--- src/rtl/alu_seq_pkg.sv ---
// Shared op-codes, FSM encoding and M-group decode helpers for alu_seq.
// Latency: n/a (types and pure functions only).
// Backpressure: n/a.
package alu_seq_pkg;

  // Base group, indexed by funct3
  localparam logic [2:0] ALU_OP_ADD  = 3'd0;
  localparam logic [2:0] ALU_OP_SLL  = 3'd1;
  localparam logic [2:0] ALU_OP_SLT  = 3'd2;
  localparam logic [2:0] ALU_OP_SLTU = 3'd3;
  localparam logic [2:0] ALU_OP_XOR  = 3'd4;
  localparam logic [2:0] ALU_OP_SRL  = 3'd5;
  localparam logic [2:0] ALU_OP_OR   = 3'd6;
  localparam logic [2:0] ALU_OP_AND  = 3'd7;

  // M group, indexed by funct3
  localparam logic [2:0] MDU_OP_MUL    = 3'd0;
  localparam logic [2:0] MDU_OP_MULH   = 3'd1;
  localparam logic [2:0] MDU_OP_MULHSU = 3'd2;
  localparam logic [2:0] MDU_OP_MULHU  = 3'd3;
  localparam logic [2:0] MDU_OP_DIV    = 3'd4;
  localparam logic [2:0] MDU_OP_DIVU   = 3'd5;
  localparam logic [2:0] MDU_OP_REM    = 3'd6;
  localparam logic [2:0] MDU_OP_REMU   = 3'd7;

  typedef enum logic [1:0] {
    ST_IDLE   = 2'd0,
    ST_MUL    = 2'd1,
    ST_DIV    = 2'd2,
    ST_FINISH = 2'd3
  } state_e;

  // rs1 is treated as signed by MULH, MULHSU, DIV and REM
  function automatic logic mdu_signed_a(input logic [2:0] op);
    return op[2] ? !op[0] : ((op == MDU_OP_MULH) || (op == MDU_OP_MULHSU));
  endfunction

  // rs2 is treated as signed by MULH, DIV and REM
  function automatic logic mdu_signed_b(input logic [2:0] op);
    return op[2] ? !op[0] : (op == MDU_OP_MULH);
  endfunction

  // REM/REMU return the remainder, whose sign follows the dividend
  function automatic logic mdu_is_rem(input logic [2:0] op);
    return op[2] & op[1];
  endfunction

endpackage

--- src/rtl/alu_comb.sv ---
// Combinational RV32I-style base ALU, WIDTH-generic.
// Latency: 0 cycles (pure combinational).
// Backpressure: none; output follows inputs.
module alu_comb
  import alu_seq_pkg::*;
#(
  parameter int WIDTH = 32
) (
  input  logic [2:0]       op_i,
  input  logic             is_alt_i,
  input  logic [WIDTH-1:0] a_i,
  input  logic [WIDTH-1:0] b_i,
  output logic [WIDTH-1:0] y_o
);

  localparam int SHW = $clog2(WIDTH);

  logic [SHW-1:0]   shamt;
  logic [WIDTH-1:0] sra_res;

  // Only the low log2(WIDTH) bits of the shift operand count
  assign shamt   = b_i[SHW-1:0];
  // Kept in its own signal so the arithmetic shift is not demoted to logical
  assign sra_res = $signed(a_i) >>> shamt;

  // Base-group operation select
  always_comb begin
    y_o = '0;
    case (op_i)
      ALU_OP_ADD:  y_o = is_alt_i ? (a_i - b_i) : (a_i + b_i);
      ALU_OP_SLL:  y_o = a_i << shamt;
      ALU_OP_SLT:  y_o = {{(WIDTH-1){1'b0}}, ($signed(a_i) < $signed(b_i))};
      ALU_OP_SLTU: y_o = {{(WIDTH-1){1'b0}}, (a_i < b_i)};
      ALU_OP_XOR:  y_o = a_i ^ b_i;
      ALU_OP_SRL:  y_o = is_alt_i ? sra_res : (a_i >> shamt);
      ALU_OP_OR:   y_o = a_i | b_i;
      ALU_OP_AND:  y_o = a_i & b_i;
    endcase
  end

endmodule

--- src/rtl/alu_seq.sv ---
// Execute-stage ALU: single-cycle base ops, iterative RV32M multiply/divide.
// Latency: base/special 1 cycle; MUL WIDTH/MUL_STEP+1; DIV WIDTH+1 cycles.
// Backpressure: start ignored while busy; kill aborts silently, no queueing.
module alu_seq
  import alu_seq_pkg::*;
#(
  parameter int WIDTH    = 32,  // power of two, 8..64
  parameter int MUL_STEP = 1    // 1, 2 or 4; must divide WIDTH
) (
  input  logic             clk,
  input  logic             reset,
  input  logic             start,
  input  logic             kill,
  input  logic             is_m,
  input  logic [2:0]       alu_op,
  input  logic             is_alt,
  input  logic [WIDTH-1:0] source,
  input  logic [WIDTH-1:0] arg_1,
  output logic             busy,
  output logic             done,
  output logic [WIDTH-1:0] result
);

  localparam int CW    = $clog2(WIDTH) + 1;
  localparam int N_MUL = WIDTH / MUL_STEP;
  localparam logic [WIDTH-1:0] MOST_NEG = {1'b1, {(WIDTH-1){1'b0}}};

  state_e             state_q, state_d;
  logic [2*WIDTH-1:0] acc_q, acc_d;       // mul: {partial, multiplier}; div: {rem, quotient}
  logic [WIDTH-1:0]   dvs_q, dvs_d;       // multiplicand or divisor magnitude
  logic [CW-1:0]      cnt_q, cnt_d;       // iterations remaining
  logic [2:0]         op_q, op_d;
  logic               neg_q, neg_d;       // final result needs negation
  logic [WIDTH-1:0]   result_q, result_d;

  // Start-time decode
  logic             accept, op_single, a_neg, b_neg, div_zero, div_ovf;
  logic [WIDTH-1:0] mag_a, mag_b, alu_y, special_res, single_res;

  // Iteration datapath
  logic [WIDTH+MUL_STEP-1:0] mul_sum;
  logic [2*WIDTH-1:0]        mul_nxt, mul_prod, div_nxt;
  logic [WIDTH:0]            div_trial;
  logic [WIDTH-1:0]          mul_res, div_val, div_res;

  alu_comb #(.WIDTH(WIDTH)) u_alu_comb (
    .op_i     (alu_op),
    .is_alt_i (is_alt),
    .a_i      (source),
    .b_i      (arg_1),
    .y_o      (alu_y)
  );

  // A new op is taken when idle or in the done cycle; kill always wins
  assign accept   = start && !kill && ((state_q == ST_IDLE) || (state_q == ST_FINISH));
  assign a_neg    = mdu_signed_a(alu_op) & source[WIDTH-1];
  assign b_neg    = mdu_signed_b(alu_op) & arg_1[WIDTH-1];
  assign mag_a    = a_neg ? -source : source;
  assign mag_b    = b_neg ? -arg_1 : arg_1;
  assign div_zero = (arg_1 == '0);
  assign div_ovf  = !alu_op[0] && (source == MOST_NEG) && (arg_1 == '1);
  // Divide corner cases are answered immediately instead of iterating
  assign op_single   = !is_m || (alu_op[2] && (div_zero || div_ovf));
  assign special_res = div_zero ? (alu_op[1] ? source : '1)
                                : (alu_op[1] ? '0 : source);
  assign single_res  = is_m ? special_res : alu_y;

  // One shift-add step: add MUL_STEP partial products, then shift right
  always_comb begin
    mul_sum = {{MUL_STEP{1'b0}}, acc_q[2*WIDTH-1:WIDTH]};
    for (int i = 0; i < MUL_STEP; i++) begin
      if (acc_q[i]) mul_sum = mul_sum + ({{MUL_STEP{1'b0}}, dvs_q} << i);
    end
  end
  assign mul_nxt  = {mul_sum, acc_q[WIDTH-1:MUL_STEP]};
  assign mul_prod = neg_q ? -mul_nxt : mul_nxt;
  assign mul_res  = (op_q == MDU_OP_MUL) ? mul_prod[WIDTH-1:0] : mul_prod[2*WIDTH-1:WIDTH];

  // One restoring-division step: shift in next dividend bit, subtract if it fits
  always_comb begin
    div_trial = acc_q[2*WIDTH-1:WIDTH-1] - {1'b0, dvs_q};
    if (!div_trial[WIDTH]) div_nxt = {div_trial[WIDTH-1:0], acc_q[WIDTH-2:0], 1'b1};
    else                   div_nxt = {acc_q[2*WIDTH-2:0], 1'b0};
  end
  assign div_val = op_q[1] ? div_nxt[2*WIDTH-1:WIDTH] : div_nxt[WIDTH-1:0];
  assign div_res = neg_q ? -div_val : div_val;

  // FSM state register
  always_ff @(posedge clk or posedge reset) begin
    if (reset) state_q <= ST_IDLE;
    else       state_q <= state_d;
  end

  // FSM next state; FINISH behaves like IDLE so back-to-back starts are taken
  always_comb begin
    state_d = state_q;
    case (state_q)
      ST_IDLE, ST_FINISH: begin
        state_d = ST_IDLE;
        if (accept) begin
          if (op_single)      state_d = ST_FINISH;
          else if (alu_op[2]) state_d = ST_DIV;
          else                state_d = ST_MUL;
        end
      end
      ST_MUL, ST_DIV: if (cnt_q == CW'(1)) state_d = ST_FINISH;
      default:        state_d = ST_IDLE;
    endcase
    if (kill) state_d = ST_IDLE;
  end

  // FSM outputs: result is already registered when FINISH is entered
  always_comb begin
    busy = (state_q == ST_MUL) || (state_q == ST_DIV);
    done = (state_q == ST_FINISH);
  end
  assign result = result_q;

  // Datapath next state: capture at start, iterate, sign-correct on the last step
  always_comb begin
    acc_d    = acc_q;
    dvs_d    = dvs_q;
    cnt_d    = cnt_q;
    op_d     = op_q;
    neg_d    = neg_q;
    result_d = result_q;
    if (accept) begin
      op_d  = alu_op;
      dvs_d = mag_b;
      acc_d = {{WIDTH{1'b0}}, mag_a};
      neg_d = mdu_is_rem(alu_op) ? a_neg : (a_neg ^ b_neg);
      cnt_d = '0;
      if (op_single)      result_d = single_res;
      else if (alu_op[2]) cnt_d    = CW'(WIDTH);
      else                cnt_d    = CW'(N_MUL);
    end else if (kill) begin
      cnt_d = '0;
    end else if (state_q == ST_MUL) begin
      acc_d = mul_nxt;
      cnt_d = cnt_q - CW'(1);
      if (cnt_q == CW'(1)) result_d = mul_res;
    end else if (state_q == ST_DIV) begin
      acc_d = div_nxt;
      cnt_d = cnt_q - CW'(1);
      if (cnt_q == CW'(1)) result_d = div_res;
    end
  end

  // Datapath registers
  always_ff @(posedge clk or posedge reset) begin
    if (reset) begin
      acc_q    <= '0;
      dvs_q    <= '0;
      cnt_q    <= '0;
      op_q     <= '0;
      neg_q    <= 1'b0;
      result_q <= '0;
    end else begin
      acc_q    <= acc_d;
      dvs_q    <= dvs_d;
      cnt_q    <= cnt_d;
      op_q     <= op_d;
      neg_q    <= neg_d;
      result_q <= result_d;
    end
  end

endmodule

--- config.mk ---
export PLATFORM = sky130hd
export DESIGN_NAME = alu_seq
export DESIGN_NICKNAME = d
export VERILOG_FILES = /design/src/rtl/alu_seq_pkg.sv /design/src/rtl/alu_comb.sv /design/src/rtl/alu_seq.sv
export SDC_FILE = /design/constraint.sdc
export NUM_CORES = 1
export LEC_CHECK = 0
export ABC_AREA = 1
export CAP_MARGIN = 0
export CELL_PAD_IN_SITES_DETAIL_PLACEMENT = 1
export CELL_PAD_IN_SITES_GLOBAL_PLACEMENT = 2
export CORE_MARGIN = 4
export CORE_UTILIZATION = 30
export DETAILED_ROUTE_END_ITERATION = 7
export HOLD_SLACK_MARGIN = 0.08
export PLACE_DENSITY_LB_ADDON = 0.05
export SLEW_MARGIN = 25
export SYNTH_ARGS = -nofsm -noshare
export SYNTH_HDL_FRONTEND = slang
export SYNTH_SLANG_ARGS = --single-unit
--- constraint.sdc ---
create_clock -name clk -period 5.51 [get_ports clk]
set_input_delay 1.653 -clock clk [delete_from_list [all_inputs] [get_ports clk]]
set_output_delay 1.653 -clock clk [all_outputs]
set_load 0.02 [all_outputs]
==> insert_results.sql <==
INSERT INTO impl_metrics (metric_group, metric, value, unit) VALUES
('cells_and_area', 'antenna_cells', '0', ''),
('yosys', 'number_of_synthesized_flops_with_an_enable_pin', '0', ''),
('die', 'die_width', '308', 'µm'),
('place', 'dp_worst_setup_slack', '0.0873', 'ns'),
('yosys', 'synth_nets', '5161', ''),
('yosys', 'post_synth_num_cell_types', '63', ''),
('sta', 'timing_max_transition_violations_final', '0', ''),
('yosys', 'async_reset_ff_share', '100', '%'),
('place', 'dp.final_hpwl', '142000', 'µm'),
('cells_and_area', 'area_growth', '16.7', '%'),
('global_routing', 'antenna_found_initial', '1', ''),
('sta', 'rsz0062_at_grt', 'no', ''),
('yosys', 'portion_of_the_post_synthesis_area_used_by_sequential_elements', '13.0', '%'),
('setup_path', 'r2r_setup_slack', '0.75', 'ns'),
('place', 'io_buffers', '106', ''),
('route', 'dr.pass1.iters', '5', ''),
('yosys', 'syn_avg_cell_area', '5.50', 'µm²'),
('route', 'post_detailed_route_via_to_cell_ratio', '5.57', ''),
('yosys', 'yosys-top-cells-area', 'sky130_fd_sc_hd__nand2_1 22%, sky130_fd_sc_hd__dfrtp_1 13%, sky130_fd_sc_hd__inv_1 7.9%', ''),
('setup_path', 'crit_slowest_cell', 'sky130_fd_sc_hd__clkdlybuf4s50_1', ''),
('global_routing', 'global_route.usage.total', '35.2', '%'),
('setup_path', 'r2r_start', 'dvs_q[0]', ''),
('global_routing', 'grt_pass1_wl', '245000', 'µm'),
('setup_path', 'path_common_cell', 'sky130_fd_sc_hd__nand2_1', ''),
('clock_network', 'cts_inserted_buffers', '17', ''),
('clock_network', 'post_cts_hold_buffer_count', '0', ''),
('outcome', 'outcome', 'finished, final reports clean', ''),
('place', 'gpl.final_weighted_congestion', '1.04', ''),
('sta', 'clock_skew_after_layout', '0.0293', 'ns'),
('clock_network', 'cts_num_sinks', '140', ''),
('clock_network', 'clk_path_buf_depth', '2', ''),
('setup_path', 'worstSetupStartpointType', 'primary input', ''),
('route', 'wl_per_cell', '27.2', 'µm'),
('die', 'rows', '109', ''),
('sta', 'worst_slew_pin_slew', '1.04', 'ns'),
('global_routing', 'grt_max_degree', '97', ''),
('cells_and_area', 'post_route_cells_drive_above_1_share', '8.88', '%'),
('die', 'die-height', '308', 'µm'),
('clock_network', 'cts_post_setup_buffers_inserted', '0', ''),
('sta', 'post-route-period-util', '90.2', '%'),
('setup_path', 'timing_endpoint_of_the_critical_path', 'result[31]', ''),
('yosys', 'synthDominantAreaCellType', 'sky130_fd_sc_hd__nand2_1', ''),
('clock_network', 'cts-resized-gates', '0', ''),
('yosys', 'dominantRegCellSynth', 'sky130_fd_sc_hd__dfrtp_1', ''),
('job', 'count_of_max_cap_constraint_violations', '0', ''),
('hold_path', 'worstHoldPathType', 'reg2reg', ''),
('route', 'drt_wl_total', '170000', 'µm'),
('sta', 'worst_slew_margin_rel', '30.5', '%'),
('power_and_ir_drop', 'power.total', '16.0', 'mW'),
('yosys', 'yosys_warnings', '0', ''),
('yosys', 'synthesis.area', '27000', 'µm²'),
('clock_network', 'ctsRootBufferMaster', 'sky130_fd_sc_hd__clkbuf_16', ''),
('setup_path', 'path_cells', 'clkdlybuf4s50_1, inv_1, ha_1, buf_4, nand2_1, nor4_1, nand4_1, nand3_1, a21o_1, buf_4, nand3_1, nand4_1, nand2_1, nand2_1, nand2_1, o21ai_0, a21oi_1, nand2_1, nand2_1', ''),
('route', 'initialDrtViolationCount', '2558', ''),
('cells_and_area', 'nets', '5334', ''),
('die', 'floorplan.core_area', '88800', 'µm²'),
('clock_network', 'clkTransAtPathRegs', '0.07', 'ns'),
('setup_path', 'reg2reg_to', 'result[14]', ''),
('setup_path', 'required', '5.92', 'ns'),
('route', 'ant_nets', '0', ''),
('die', 'top_level_ports', '107', ''),
('power_and_ir_drop', 'leakage', '15.7', 'nW'),
('yosys', 'synth.top_cell.area_share', '21.5', '%'),
('setup_path', 'critPathLaunch', 'source[18]', ''),
('route', 'highest_layer', 'met5', ''),
('sta', 'holdWs', '0.497', 'ns'),
('power_and_ir_drop', 'peakVddDrop', '0.000255', 'V'),
('route', 'routed-via-count', '34900', ''),
('route', 'wl_met1', '69900', 'µm'),
('yosys', 'synth_seq_cells', '140', ''),
('clock_network', 'cts_tree', 'done', '');
==> cells by family (layout without fill, tap and decap cells) <==
logic type	count (synthesis)	in the layout	synth area share, %
mux	16	16	0.593
xor+xnor	97	97	3.15
fa+ha+maj	207	207	9.41
compound gates	1015	1015	21.3
flops	140	140	13.0
simple gates	2622	2622	41.0
buf+inv	816	1002	11.6
==> synth_stat cells, drive strengths merged, types with 7 or more instances <==
master / number
nand3b: 10
o31ai: 9
nand3: 388
a31oi: 56
a211oi: 8
inv: 580
o211ai: 70
a22oi: 7
or2: 20
maj3: 32
o221ai: 8
clkbuf: 173
o22ai: 42
a21oi: 328
nand2: 1598
nor4: 24
xor2: 91
ha: 171
nand4: 56
nor3: 70
buf: 58
dfrtp: 140
o21bai: 14
o21ai: 410
nor2: 449
mux2i: 16
o2111ai: 18
o21a: 12
==> cell usage in the layout (no fill, tap or decap), drive strengths merged, types with 12 or more instances in the layout <==
cell type         n
clkinv           12
mux2i            16
nand2          1598
or2              20
ha              171
o2111ai          18
nor3             70
o21a             12
o21ai           410
o21bai           14
xor2             91
a31oi            56
buf             284
nand3           388
clkdlybuf4s50   101
nand4            56
clkbuf           20
nor2            449
inv             581
nor4             24
dfrtp           140
maj3             32
o211ai           70
a21oi           328
o22ai            42
==> per-layer routing <==
metal  global-route usage [%]  up-vias
li1                         -    16500
met1                     42.6    17000
met2                     61.0     1089
met3                     3.26      318
met4                     20.3        2
met5                        0        -
==> flip-flops by register name (all words and copies together), names as in the netlist <==
signal / cells
cnt_q: 6
result: 32
state_q: 2
acc_q: 64
dvs_q: 32
neg_q: 1
op_q: 3
==> area by class of cell <==
cell class / count / area (µm²)
sequential: 140 / 3510
fill: 12100 / 57300
timing repair buffer: 385 / 3330
tap: 1165 / 1460
multi-input combinational: 3957 / 20400
clock inverter: 12 / 138
clock buffer: 20 / 467
inverter: 585 / 2200
==> through the flow <==
stage,cells,instance area [µm²]
final,6264,31500
after global routing,6264,31500
after CTS,6264,31500
after detailed placement,6232,30900
after global placement,6232,30900
after floorplan,4913,27000
==> critical path, delay by kind of cell <==
kind,cells,cell delay [ns]
simple gates,11,1.69
buf+inv,4,1.12
compound gates,3,0.51
fa+ha+maj,1,0.41
==> where the power goes <==
part	switching, mW	total [mW]	internal, mW
combinational	8.79	12.5	3.76
clock	0.613	1.32	0.705
sequential	0.708	2.17	1.46
==> worst min-delay path by stage <==
| stage | depth (start not counted) | endpoint | startpoint | slack, ns |
|---|---|---|---|---|
| floorplan | 2 | op_q[0] | op_q[0] | 0.45 |
| global placement | 2 | result[14] | result[14] | 0.47 |
| detailed placement | 2 | result[10] | result[10] | 0.48 |
| CTS | 2 | result[6] | result[6] | 0.50 |
| global route | 2 | result[26] | result[26] | 0.53 |
| finish | 2 | result[6] | result[6] | 0.50 |
Note: power is estimated with default switching activity, not from simulation.
